==> config.mk <==
export PLATFORM = sky130hd
export DESIGN_NAME = mem_row_streamer
export DESIGN_NICKNAME = d
export VERILOG_FILES = /design/src/rtl/mem_row_streamer.sv
export SDC_FILE = /design/constraint.sdc
export NUM_CORES = 1
export LEC_CHECK = 0
export ABC_AREA = 0
export BUFFER_PORTS_ARGS = -buffer_cell sky130_fd_sc_hd__buf_2
export CORE_AREA = 5 5 337 339
export DETAILED_ROUTE_END_ITERATION = 8
export DIE_AREA = 0 0 342 344
export GPL_ROUTABILITY_DRIVEN = 0
export PLACE_DENSITY = 0.5
export RECOVER_POWER = 25
export SKIP_CTS_REPAIR_TIMING = 1
export SYNTH_ARGS = -nofsm -noshare
export SYNTH_HDL_FRONTEND = slang
export SYNTH_SLANG_ARGS = --single-unit
==> constraint.sdc <==
create_clock -name clk -period 9.84 [get_ports clk]
set_input_delay 0.984 -clock clk [delete_from_list [all_inputs] [get_ports clk]]
set_output_delay 0.984 -clock clk [all_outputs]
set_load 0.01 [all_outputs]
==> src/rtl/mem_row_streamer.sv <==
// Row read sequencer: walks a rows x width tile, one scratchpad read per row, buffers rows for the feeder.
// Build option: define ROW_ZERO_PAD_EN to zero lanes at or beyond the latched width when a row is captured.
module mem_row_streamer #(
  parameter int NUM_RAMS   = 16,
  parameter int D_WID      = 8,
  parameter int FIFO_DEPTH = 4,
  parameter int CNT_W      = 16
) (
  input  logic                      clk,
  input  logic                      rst_n,
  input  logic                      start,
  input  logic [31:0]               cfg_base_addr,
  input  logic [31:0]               cfg_stride,
  input  logic [CNT_W-1:0]          cfg_rows,
  input  logic [4:0]                cfg_width,
  input  logic                      sys_bus_busy,
  output logic                      interface_en,
  output logic                      interface_rdwr,
  output logic [4:0]                interface_control,
  output logic [31:0]               interface_addr,
  input  logic [NUM_RAMS*D_WID-1:0] bank_dout,
  output logic [NUM_RAMS*D_WID-1:0] row_data,
  output logic                      row_valid,
  input  logic                      row_ready,
  output logic                      row_last,
  output logic                      busy,
  output logic                      done
);

  localparam int DW    = NUM_RAMS * D_WID;
  localparam int PTR_W = $clog2(FIFO_DEPTH);
  localparam logic [PTR_W:0] DEPTH_C = FIFO_DEPTH[PTR_W:0];

  // state | meaning
  // IDLE  | waiting for start
  // RUN   | issuing row reads
  // DRAIN | all rows issued, waiting for buffer to empty
  typedef enum logic [1:0] {IDLE, RUN, DRAIN} state_t;

  state_t           state;
  logic [31:0]      addr_acc;
  logic [31:0]      stride;
  logic [CNT_W-1:0] rows;
  logic [CNT_W-1:0] issued;
  logic [CNT_W-1:0] push_idx;
  logic [4:0]       width;
  logic             inflight;

  logic [DW-1:0]    fifo_data [FIFO_DEPTH];
  logic             fifo_last [FIFO_DEPTH];
  logic [PTR_W-1:0] wr_ptr;
  logic [PTR_W-1:0] rd_ptr;
  logic [PTR_W:0]   fifo_cnt;

  logic             issue;
  logic             push;
  logic             pop;
  logic [DW-1:0]    capt;
  logic [4:0]       width_eff;

  // Buffer space is reserved for the read already in flight so a push can never overflow.
  assign issue = (state == RUN) && (issued < rows) && !sys_bus_busy &&
                 ((fifo_cnt + {{PTR_W{1'b0}}, inflight}) < DEPTH_C);
  assign push  = inflight;
  assign pop   = row_valid && row_ready;

  assign interface_en      = issue;
  assign interface_rdwr    = 1'b0;
  assign interface_control = width;
  assign interface_addr    = addr_acc;

  assign row_valid = (fifo_cnt != '0);
  assign row_data  = row_valid ? fifo_data[rd_ptr] : '0;
  assign row_last  = row_valid && fifo_last[rd_ptr];

  assign width_eff = ((cfg_width == 5'd0) || (cfg_width > 5'(NUM_RAMS))) ? 5'(NUM_RAMS) : cfg_width;

  always_comb begin
    capt = bank_dout;
`ifdef ROW_ZERO_PAD_EN
    for (int i = 0; i < NUM_RAMS; i++) begin
      if (i >= int'(width)) capt[i*D_WID +: D_WID] = '0;
    end
`endif
  end

  always_ff @(posedge clk) begin
    if (push) begin
      fifo_data[wr_ptr] <= capt;
      fifo_last[wr_ptr] <= (push_idx == rows - CNT_W'(1));
    end
  end

  always_ff @(posedge clk) begin
    if (!rst_n) begin
      state    <= IDLE;
      addr_acc <= '0;
      stride   <= '0;
      rows     <= '0;
      issued   <= '0;
      push_idx <= '0;
      width    <= '0;
      inflight <= 1'b0;
      wr_ptr   <= '0;
      rd_ptr   <= '0;
      fifo_cnt <= '0;
      busy     <= 1'b0;
      done     <= 1'b0;
    end else begin
      done     <= 1'b0;
      inflight <= issue;
      if (issue) begin
        addr_acc <= addr_acc + stride;
        issued   <= issued + CNT_W'(1);
      end
      if (push) begin
        wr_ptr   <= wr_ptr + PTR_W'(1);
        push_idx <= push_idx + CNT_W'(1);
      end
      if (pop) rd_ptr <= rd_ptr + PTR_W'(1);
      if (push && !pop)      fifo_cnt <= fifo_cnt + (PTR_W+1)'(1);
      else if (!push && pop) fifo_cnt <= fifo_cnt - (PTR_W+1)'(1);

      case (state)
        IDLE: begin
          if (start) begin
            if (cfg_rows != '0) begin
              state    <= RUN;
              busy     <= 1'b1;
              addr_acc <= cfg_base_addr;
              stride   <= cfg_stride;
              rows     <= cfg_rows;
              width    <= width_eff;
              issued   <= '0;
              push_idx <= '0;
            end else begin
              done <= 1'b1;
            end
          end
        end
        RUN: begin
          if (issued == rows) state <= DRAIN;
        end
        DRAIN: begin
          // Finish on the edge that pops the final row.
          if (!inflight && ((fifo_cnt == '0) || ((fifo_cnt == (PTR_W+1)'(1)) && pop))) begin
            state <= IDLE;
            busy  <= 1'b0;
            done  <= 1'b1;
          end
        end
        default: state <= IDLE;
      endcase
    end
  end

endmodule

# Yosys cells after proc, flatten, opt, wreduce, memory -nomap -nowiden
# Memories as Yosys holds them, arrays and structs flattened. A register that Yosys moved wholly into a read port is not among the register bits.
# Cells that the tools add are included.
# word_totals
reg_bits	129
ramBits	516
in_bits	218
wordCells	95
n_memories	2
# mem_list
name	words	width	read_ports	rd_ports_with_merged_regs	wr	line_no	text
fifo_data	4	128	1	1	1	49	logic [DW-1:0] fifo_data [FIFO_DEPTH];
fifo_last	4	1	1	1	1	50	logic fifo_last [FIFO_DEPTH];
# op_classes
n_addsub	9
magnitude_cmp	3
n_eq_ne	9
n_mux	35
reduce_logical	24
# ops
cell	n
128-bit 2-to-1 mux	1
16-bit 2-to-1 mux	8
32-bit 2-to-1 mux	4
16-bit by 1-bit adder with 16-bit output, second input constant	2
32-bit adder	1
16-bit equality test	2
16-bit less-than comparator	1
2-bit 2-to-1 mux	8
16-bit nonzero test	1
16-bit by 1-bit subtractor with 16-bit output, second input constant	1
1-bit logical AND	9
1-bit 2-to-1 mux	8
4-bit AND reduction	2
3-bit 2-to-1 mux	2
2-bit != test, second input constant	3
2-bit one-hot mux with 3 select lines	1
5-bit > comparator, second input constant	1
5-bit zero test	1
5-bit 2-to-1 mux	1
2-bit by 1-bit adder with 2-bit output, second input constant	2
1-bit one-hot mux with 2 select lines	2
2-bit nonzero test	2
3-bit by 1-bit adder with 3-bit output	1
3-bit by 1-bit adder with 3-bit output, second input constant	1
other kinds (12)	15

# Depth between registers and ports, before layout
# Gate-level depths: netlist of the first run.
# logic_depth
word_depth	8
mapped_depth	12
depth_no_buf	11

# Worst setup path after synthesis of the first run
# No wires, ideal clock.
# synth_timing
kind	register -> register
start	register inflight
end	memory fifo_data[0][0] (netlist bit), enable pin
setup_time_ns	0.503
t_arrival_ns	3.719
t_required_ns	9.337
slack_ns	5.618
stages_incl_launch_ff	3
synth_period_minus_slack_ns	4.222
path_cell_list	dfxtp_1 > buf_1 > and2_1
# synth_via
elab_chain_len	2
# synth_lines
element	line_no	text
from (decl)	47	logic inflight;
from (signal assigned)	111	inflight <= issue;
1-bit 2-to-1 mux	88	if (push) begin
1-bit 2-to-1 mux (not written as such)	89	fifo_data[wr_ptr] <= capt;
to (decl)	49	
# No other way between the ends.

==> flow_summary_export.csv, run 1 <==
group,metric,value,unit
placement,dp_hpwl,46.7,mm
die,ios,389,
power,p_leak,0.0117,uW
timing,finalSetupTns,0,ps
yosys,synth_top_family_by_area,"multiplexers",
yosys,synth_fa_ha_area_share,2.83,%
worst_setup_path,cp.arrival,3480,ps
detailed_routing,drt-wirelength-per-cell,19.0,um
finish,layout-drive-gt1-share,25.3,%
global_route,grt_util_all_layers,11.7,%
yosys,synth_compound_area_share,5.96,%
yosys,avgSynthCellArea,15.3,um2
placement,placed_cells_incl_taps,3590,
die,rows,122,
placement,io_buffers,387,
die,dieWidth,342,um
global_route,grt_pass1_vias,17761,
worst_setup_path,worstPathRequired,8860,ps
clock_tree,cts.sinks,647,
yosys,synth_mux_area_share,11.7,%
global_route,overflow,0,
yosys,ys_types,61,
worst_setup_path,crit_type,"reg2out",
die,initial_core_util,24.8,%
finish,nets,2460,
finish,utilization,30.2,%
global_route,antenna_found_initial,13,
clock_tree,clkLatencyLatePin,640,ps
detailed_routing,via_per_inst,4.42,
timing,fin_crit,4460,ps
power,power_density,208,nW/um2
worst_setup_path,r2r_start,"rows[9]",
yosys,synthCells,1785,
global_route,grt_max_degree,88,
yosys,synth_commonest_cells,"516 x edfxtp_1, 168 x nand2_1, 143 x and2_1, 131 x dfxtp_1, 129 x mux4_2",
detailed_routing,drc,0,
yosys,synthArstFlopShare,0,%
detailed_routing,ant_nets,0,
run_status,status,"finished clean",
yosys,synth_seq_cells,647,
timing,finalHoldViolCount,0,
worst_setup_path,ff2ff_path_depth,12,
die,dieArea,118000,um2
yosys,ys_warn_count,0,
hold_path,hold_end,"stride[20]",
worst_setup_path,critPathLaunchType,"flip-flop",
worst_setup_path,cp-end-kind,"primary output",
yosys,syn-num-nets,2064,
worst_setup_path,r2r_slack,6040,ps
clock_tree,clk_pin_slew,60,ps
timing,relSlewSlack,24.9,%
timing,fmax,224,MHz
clock_tree,root_buffer,"clkbuf_16",
clock_tree,htree_num_levels,3,
worst_setup_path,cp_max_fo,86,
yosys,synthXorXnorAreaFrac,2.44,%
timing,drv_slew,0,
timing,worst_pin_slew,1120,ps
clock_tree,cts.path.max_buffers,3,
global_route,grt_pass1_wl,107,mm
clock_tree,cts_tree,"done",
power,ir_drop,120,uV
worst_setup_path,r2r_end,"issued[15]",
yosys,synth.area.top_cells,"edfxtp_1 57%, mux4_2 11%, dfxtp_1 9.6%",
timing,setup_viol,0,
yosys,synth_top_area_cell,"edfxtp_1",
yosys,ys_seq_area_share,66.4,%
hold_path,hold_start,"stride[20]",
timing,finClkSkew,38.1,ps
job,drv_cap,0,
hold_path,hold_path_class,"reg2reg",
yosys,synth_edf_count,516,
timing,period_share,45.3,%
yosys,synth.most_common_cell,"edfxtp_1",
detailed_routing,drt_pass1_iterations,5,
timing,rsz0062_at_grt,"false",
die,coreArea,110000,um2
hold_path,worstHoldPathCells,2,
detailed_routing,finalWirelength,70.7,mm
die,fp.dieH,344,um
yosys,yosysTopAreaCellShare,56.8,%
clock_tree,cts_buffers,77,
detailed_routing,drt_iter0_drc,763,
yosys,yosys.area_share.simple,8.86,%
finish,final_cells,3732,
yosys,synth_area,27300,um2
finish,syn2layout_area_growth,21.9,%
detailed_routing,num_vias,16496,
yosys,synth_ff_type,"edfxtp_1",
[power breakdown]
part           internal (uW)  switching, uW
logic                    502            657
registers               3010           50.7
clock network           1580           1130
[metrics by stage]
stage / total power [uW] / hold WS, ps / instance area [um2] / setup slack [ps]
floorplan: 3830 / 427 / 27300 / 5620
global placement: 4300 / 452 / 30900 / 5870
detailed placement: 4320 / 460 / 30900 / 5860
CTS: 7070 / 473 / 33400 / 5140
global route: 7270 / 493 / 33200 / 5000
finish: 6930 / 468 / 33300 / 5380
[critical path, stage by stage (launching register included)]
cell and delay (ps):
dfxtp_4 480, buf_4 640, buf_12 550, mux4_2 590, and2_1 200, buf_2 150
[how the worst max path moves through the flow]
stage | end | slack, ps | cells past startpoint
6_report | row_data[71] | 5380 | 5
5_1_grt | row_data[34] | 5000 | 5
4_1_cts | row_data[29] | 5140 | 5
3_5_place_dp | row_data[29] | 5860 | 5
3_3_place_gp | row_data[34] | 5870 | 5
2_1_floorplan | fifo_data[0][0] | 5620 | 2
[cell type report]
cell class                 instances  area, um2
clock inverter                    37        350
antenna                            7       17.5
clock buffer                      98       2070
sequential                       647      18100
fill                           11039      76800
multi-input combinational       1011       8720
timing repair buffer             406       1980
tap                             1488       1860
inverter                          38        143
[flip-flops by register name, indices dropped and copies added, names as in the netlist, 3 cells and up, named ones only]
signal,cells
rows,16
interface_addr,32
interface_control,5
fifo_last,4
fifo_data,512
push_idx,16
stride,32
issued,16
fifo_cnt,3
[placed cells by master, fill, tap and decap left out, drive strengths merged, types with 45 or more instances in the layout]
cell    instances
edfxtp        516
a21boi         58
a21oi          50
nand2         168
buf           317
mux4          129
clkbuf        187
ha             60
nor2           45
and2          143
dfxtp         131
o21ai          57
[cells by family (layout without fill, tap and decap cells)]
kind of cell / count (synthesis) / in the layout
buffers and inverters: 127 / 579
other: 1 / 8
AO/OA/AOI/OAI: 242 / 242
adder cells (fa/ha/maj): 61 / 61
AND/OR/NAND/NOR: 474 / 474
multiplexers: 157 / 157
XOR/XNOR: 76 / 76
flip-flops: 647 / 647
[layer usage]
metal / up-vias / wire, um / track usage (%)
met5: - / 27 / 0
met4: 4 / 1440 / 3.29
met3: 103 / 4860 / 3.11
met2: 486 / 33500 / 19.5
met1: 8331 / 30900 / 15.2
li1: 7572 / - / -
Power figures use the tool's default switching activity.
==> inputs of run 2 (changes only) <==
- ABC_AREA: 0 -> 1
- CORE_AREA: 5 5 337 339 -> 5 5 345 347
- DIE_AREA: 0 0 342 344 -> 0 0 350 352
- clock period: 9.84 -> 4.2 ns (I/O delays scaled with it)
==> run 2 against run 1 <==
Against the previous run: register-to-register slack worse by 4400 ps; setup slack worse by 4400 ps; routed wire length up 20%; power rose to 2.9 times the previous value; design area up 10%; critical path depth up 1; combinational power rose to 5.0 times the previous value; sequential cell count unchanged; critical path type unchanged; highest routed layer unchanged.
==> flow_summary_export.csv, run 2 <==
group,metric,value,unit
run_status,status,"finished clean",
die,ios,389,
yosys,synth_seq_cells,647,
yosys,synthCells,2967,
clock_tree,clk_pin_slew,50,ps
global_route,top_usage_layer,"met2",
timing,period_share,76.9,%
clock_tree,htree_num_levels,3,
yosys,syn-num-nets,3246,
finish,utilization,31.8,%
timing,fmax,310,MHz
detailed_routing,drt_iter0_drc,1181,
worst_setup_path,cp-end-kind,"primary output",
finish,mostFrequentLayoutCells,"629 x nor2_1, 544 x nand2_1, 516 x edfxtp_1, 302 x buf_2, 283 x o21ai_0",
clock_tree,cts.path.max_buffers,3,
worst_setup_path,worstPathRequired,3780,ps
worst_setup_path,ff2ff_path_depth,11,
yosys,synth.most_common_cell,"nor2_1",
yosys,ys_warn_count,0,
timing,relSlewSlack,42.3,%
yosys,yosys.area_share.simple,18.2,%
timing,rsz0062_at_grt,"false",
global_route,antenna_found_initial,21,
die,coreArea,116000,um2
clock_tree,cts_buffers,78,
die,dieArea,123000,um2
detailed_routing,ant_nets,0,
die,dieWidth,350,um
worst_setup_path,crit_type,"reg2out",
yosys,ys_types,39,
yosys,synth_edf_count,516,
finish,syn2layout_area_growth,28.3,%
hold_path,hold_path_class,"in2reg",
job,drv_cap,0,
yosys,synth_compound_area_share,9.17,%
global_route,overflow,0,
placement,dp_hpwl,54.4,mm
yosys,synth_top_family_by_area,"simple AND/OR/NAND/NOR gates",
detailed_routing,drt-wirelength-per-cell,16.6,um
worst_setup_path,cp_max_fo,140,
yosys,synth_commonest_cells,"632 x nor2_1, 544 x nand2_1, 516 x edfxtp_1, 283 x o21ai_0, 243 x inv_1",
finish,layout-drive-gt1-share,13.3,%
yosys,synth_area,28600,um2
timing,drv_slew,0,
detailed_routing,finalWirelength,84.8,mm
global_route,grt_max_degree,141,
timing,finClkSkew,29.5,ps
placement,io_buffers,387,
timing,worst_pin_slew,863,ps
timing,finalHoldViolCount,0,
global_route,met2_usage,21.6,%
worst_setup_path,critPathLaunchType,"flip-flop",
detailed_routing,via_per_inst,4.29,
power,p_leak,0.0144,uW
finish,nets,3801,
finish,top_register,"fifo_data",
timing,finalSetupTns,0,ps
yosys,ys_seq_area_share,63.2,%
finish,fillers,11908,
clock_tree,cts.sinks,647,
global_route,grt_pass1_wl,127,mm
worst_setup_path,cp.arrival,2810,ps
global_route,grt_pass1_vias,21495,
finish,largest_reg_flops,512,
yosys,synthXorXnorAreaFrac,1.41,%
global_route,use_met1,15.8,%
clock_tree,clkLatencyLatePin,650,ps
detailed_routing,drt_pass1_iterations,5,
hold_path,worstHoldPathCells,3,
yosys,synth_top_area_cell,"edfxtp_1",
die,rows,125,
clock_tree,cts_tree,"done",
yosys,synth_mux_area_share,0,%
yosys,avgSynthCellArea,9.66,um2
yosys,synth_ff_type,"edfxtp_1",
finish,final_common_cell,"nor2_1",
timing,setup_viol,0,
global_route,grt_util_met3,5.85,%
yosys,synth_fa_ha_area_share,2.69,%
die,fp.dieH,352,um
detailed_routing,num_vias,21941,
yosys,synth.area.top_cells,"edfxtp_1 54%, dfxtp_1 9.2%, nor2_1 8.3%",
die,initial_core_util,24.8,%
detailed_routing,drc,0,
timing,fin_crit,3230,ps
yosys,synthArstFlopShare,0,%
yosys,yosysTopAreaCellShare,54.1,%
global_route,grt_util_all_layers,13.3,%
power,ir_drop,371,uV
power,power_density,540,nW/um2
clock_tree,root_buffer,"clkbuf_16",
[run 2: cell count changes after synthesis, sizes merged, moves of 58 or more]
cell    delta
o21ai    +235
nand3     +69
a21oi    +146
nand2    +378
mux4     -129
nor2     +592
inv      +210
a21boi    -58
and2     -142
[run 2: worst paths after layout]
| kind | startpoint | slack (ps) | end |
|---|---|---|---|
| setup / recovery | flip-flop | 970 | row_data[57] |
| hold / removal | cfg_rows[5] | 40 | rows[5] |
| hold reg to reg | stride[6] | 460 | stride[6] |
| setup reg to reg | fifo_cnt[0] | 1660 | fifo_cnt[2] |
[run 2: cells by family (layout without fill, tap and decap cells)]
family	after synthesis	count (layout)
AND/OR/NAND/NOR	1319	1319
AO/OA/AOI/OAI	515	515
other	1	16
flip-flops	647	647
buffers and inverters	378	992
XOR/XNOR	46	46
adder cells (fa/ha/maj)	61	61
[run 2: worst max-delay path, stage by stage (launching register included)]
cell,delay [ps]
dfxtp_4,660
buf_12,550
nor2_1,110
nor2_1,110
o21ai_0,100
a21oi_1,300
buf_2,200
[run 2: final cells by class]
cell class	instances	area (um2)	share of cell area (%)
diodes	15	37.5	0.102
clock buffers	100	2110	5.74
clock inverters	39	480	1.31
inverters	248	961	2.62
multi-input cells	1942	9040	24.6
flip-flops and latches	647	18100	49.3
well taps	1524	1910	5.19
repair buffers	605	4090	11.1
[run 2: where the power goes]
part / leakage [uW] / total, uW / internal (uW) / switching (uW)
clock: 0.00123 / 6700 / 3910 / 2780
sequential: 0.00571 / 7330 / 7130 / 199
combinational: 0.00746 / 5820 / 1880 / 3940
total: 0.0144 / 19800 / 12900 / 6920
[run 2: metrics by stage]
| stage | setup WS (ps) | cells | cell area, um2 | hold WS, ps | power [uW] |
|---|---|---|---|---|---|
| floorplan | 633 | 2967 | 28600 | 430 | 10700 |
| global placement | 1640 | 4779 | 32300 | 441 | 13200 |
| detailed placement | 1590 | 4779 | 32300 | 445 | 13300 |
| CTS | 883 | 4918 | 34900 | -120 | 20100 |
| global route | 751 | 5111 | 36700 | 4.10 | 21100 |
| finish | 972 | 5120 | 36700 | 40.3 | 19800 |
[run 2: routing by layer]
| metal | vias to the layer above | wire length (um) |
|---|---|---|
| li1 | 11038 | - |
| met1 | 10266 | 36600 |
| met2 | 501 | 38900 |
| met3 | 124 | 7440 |
| met4 | 12 | 1850 |
| met5 | - | 67 |
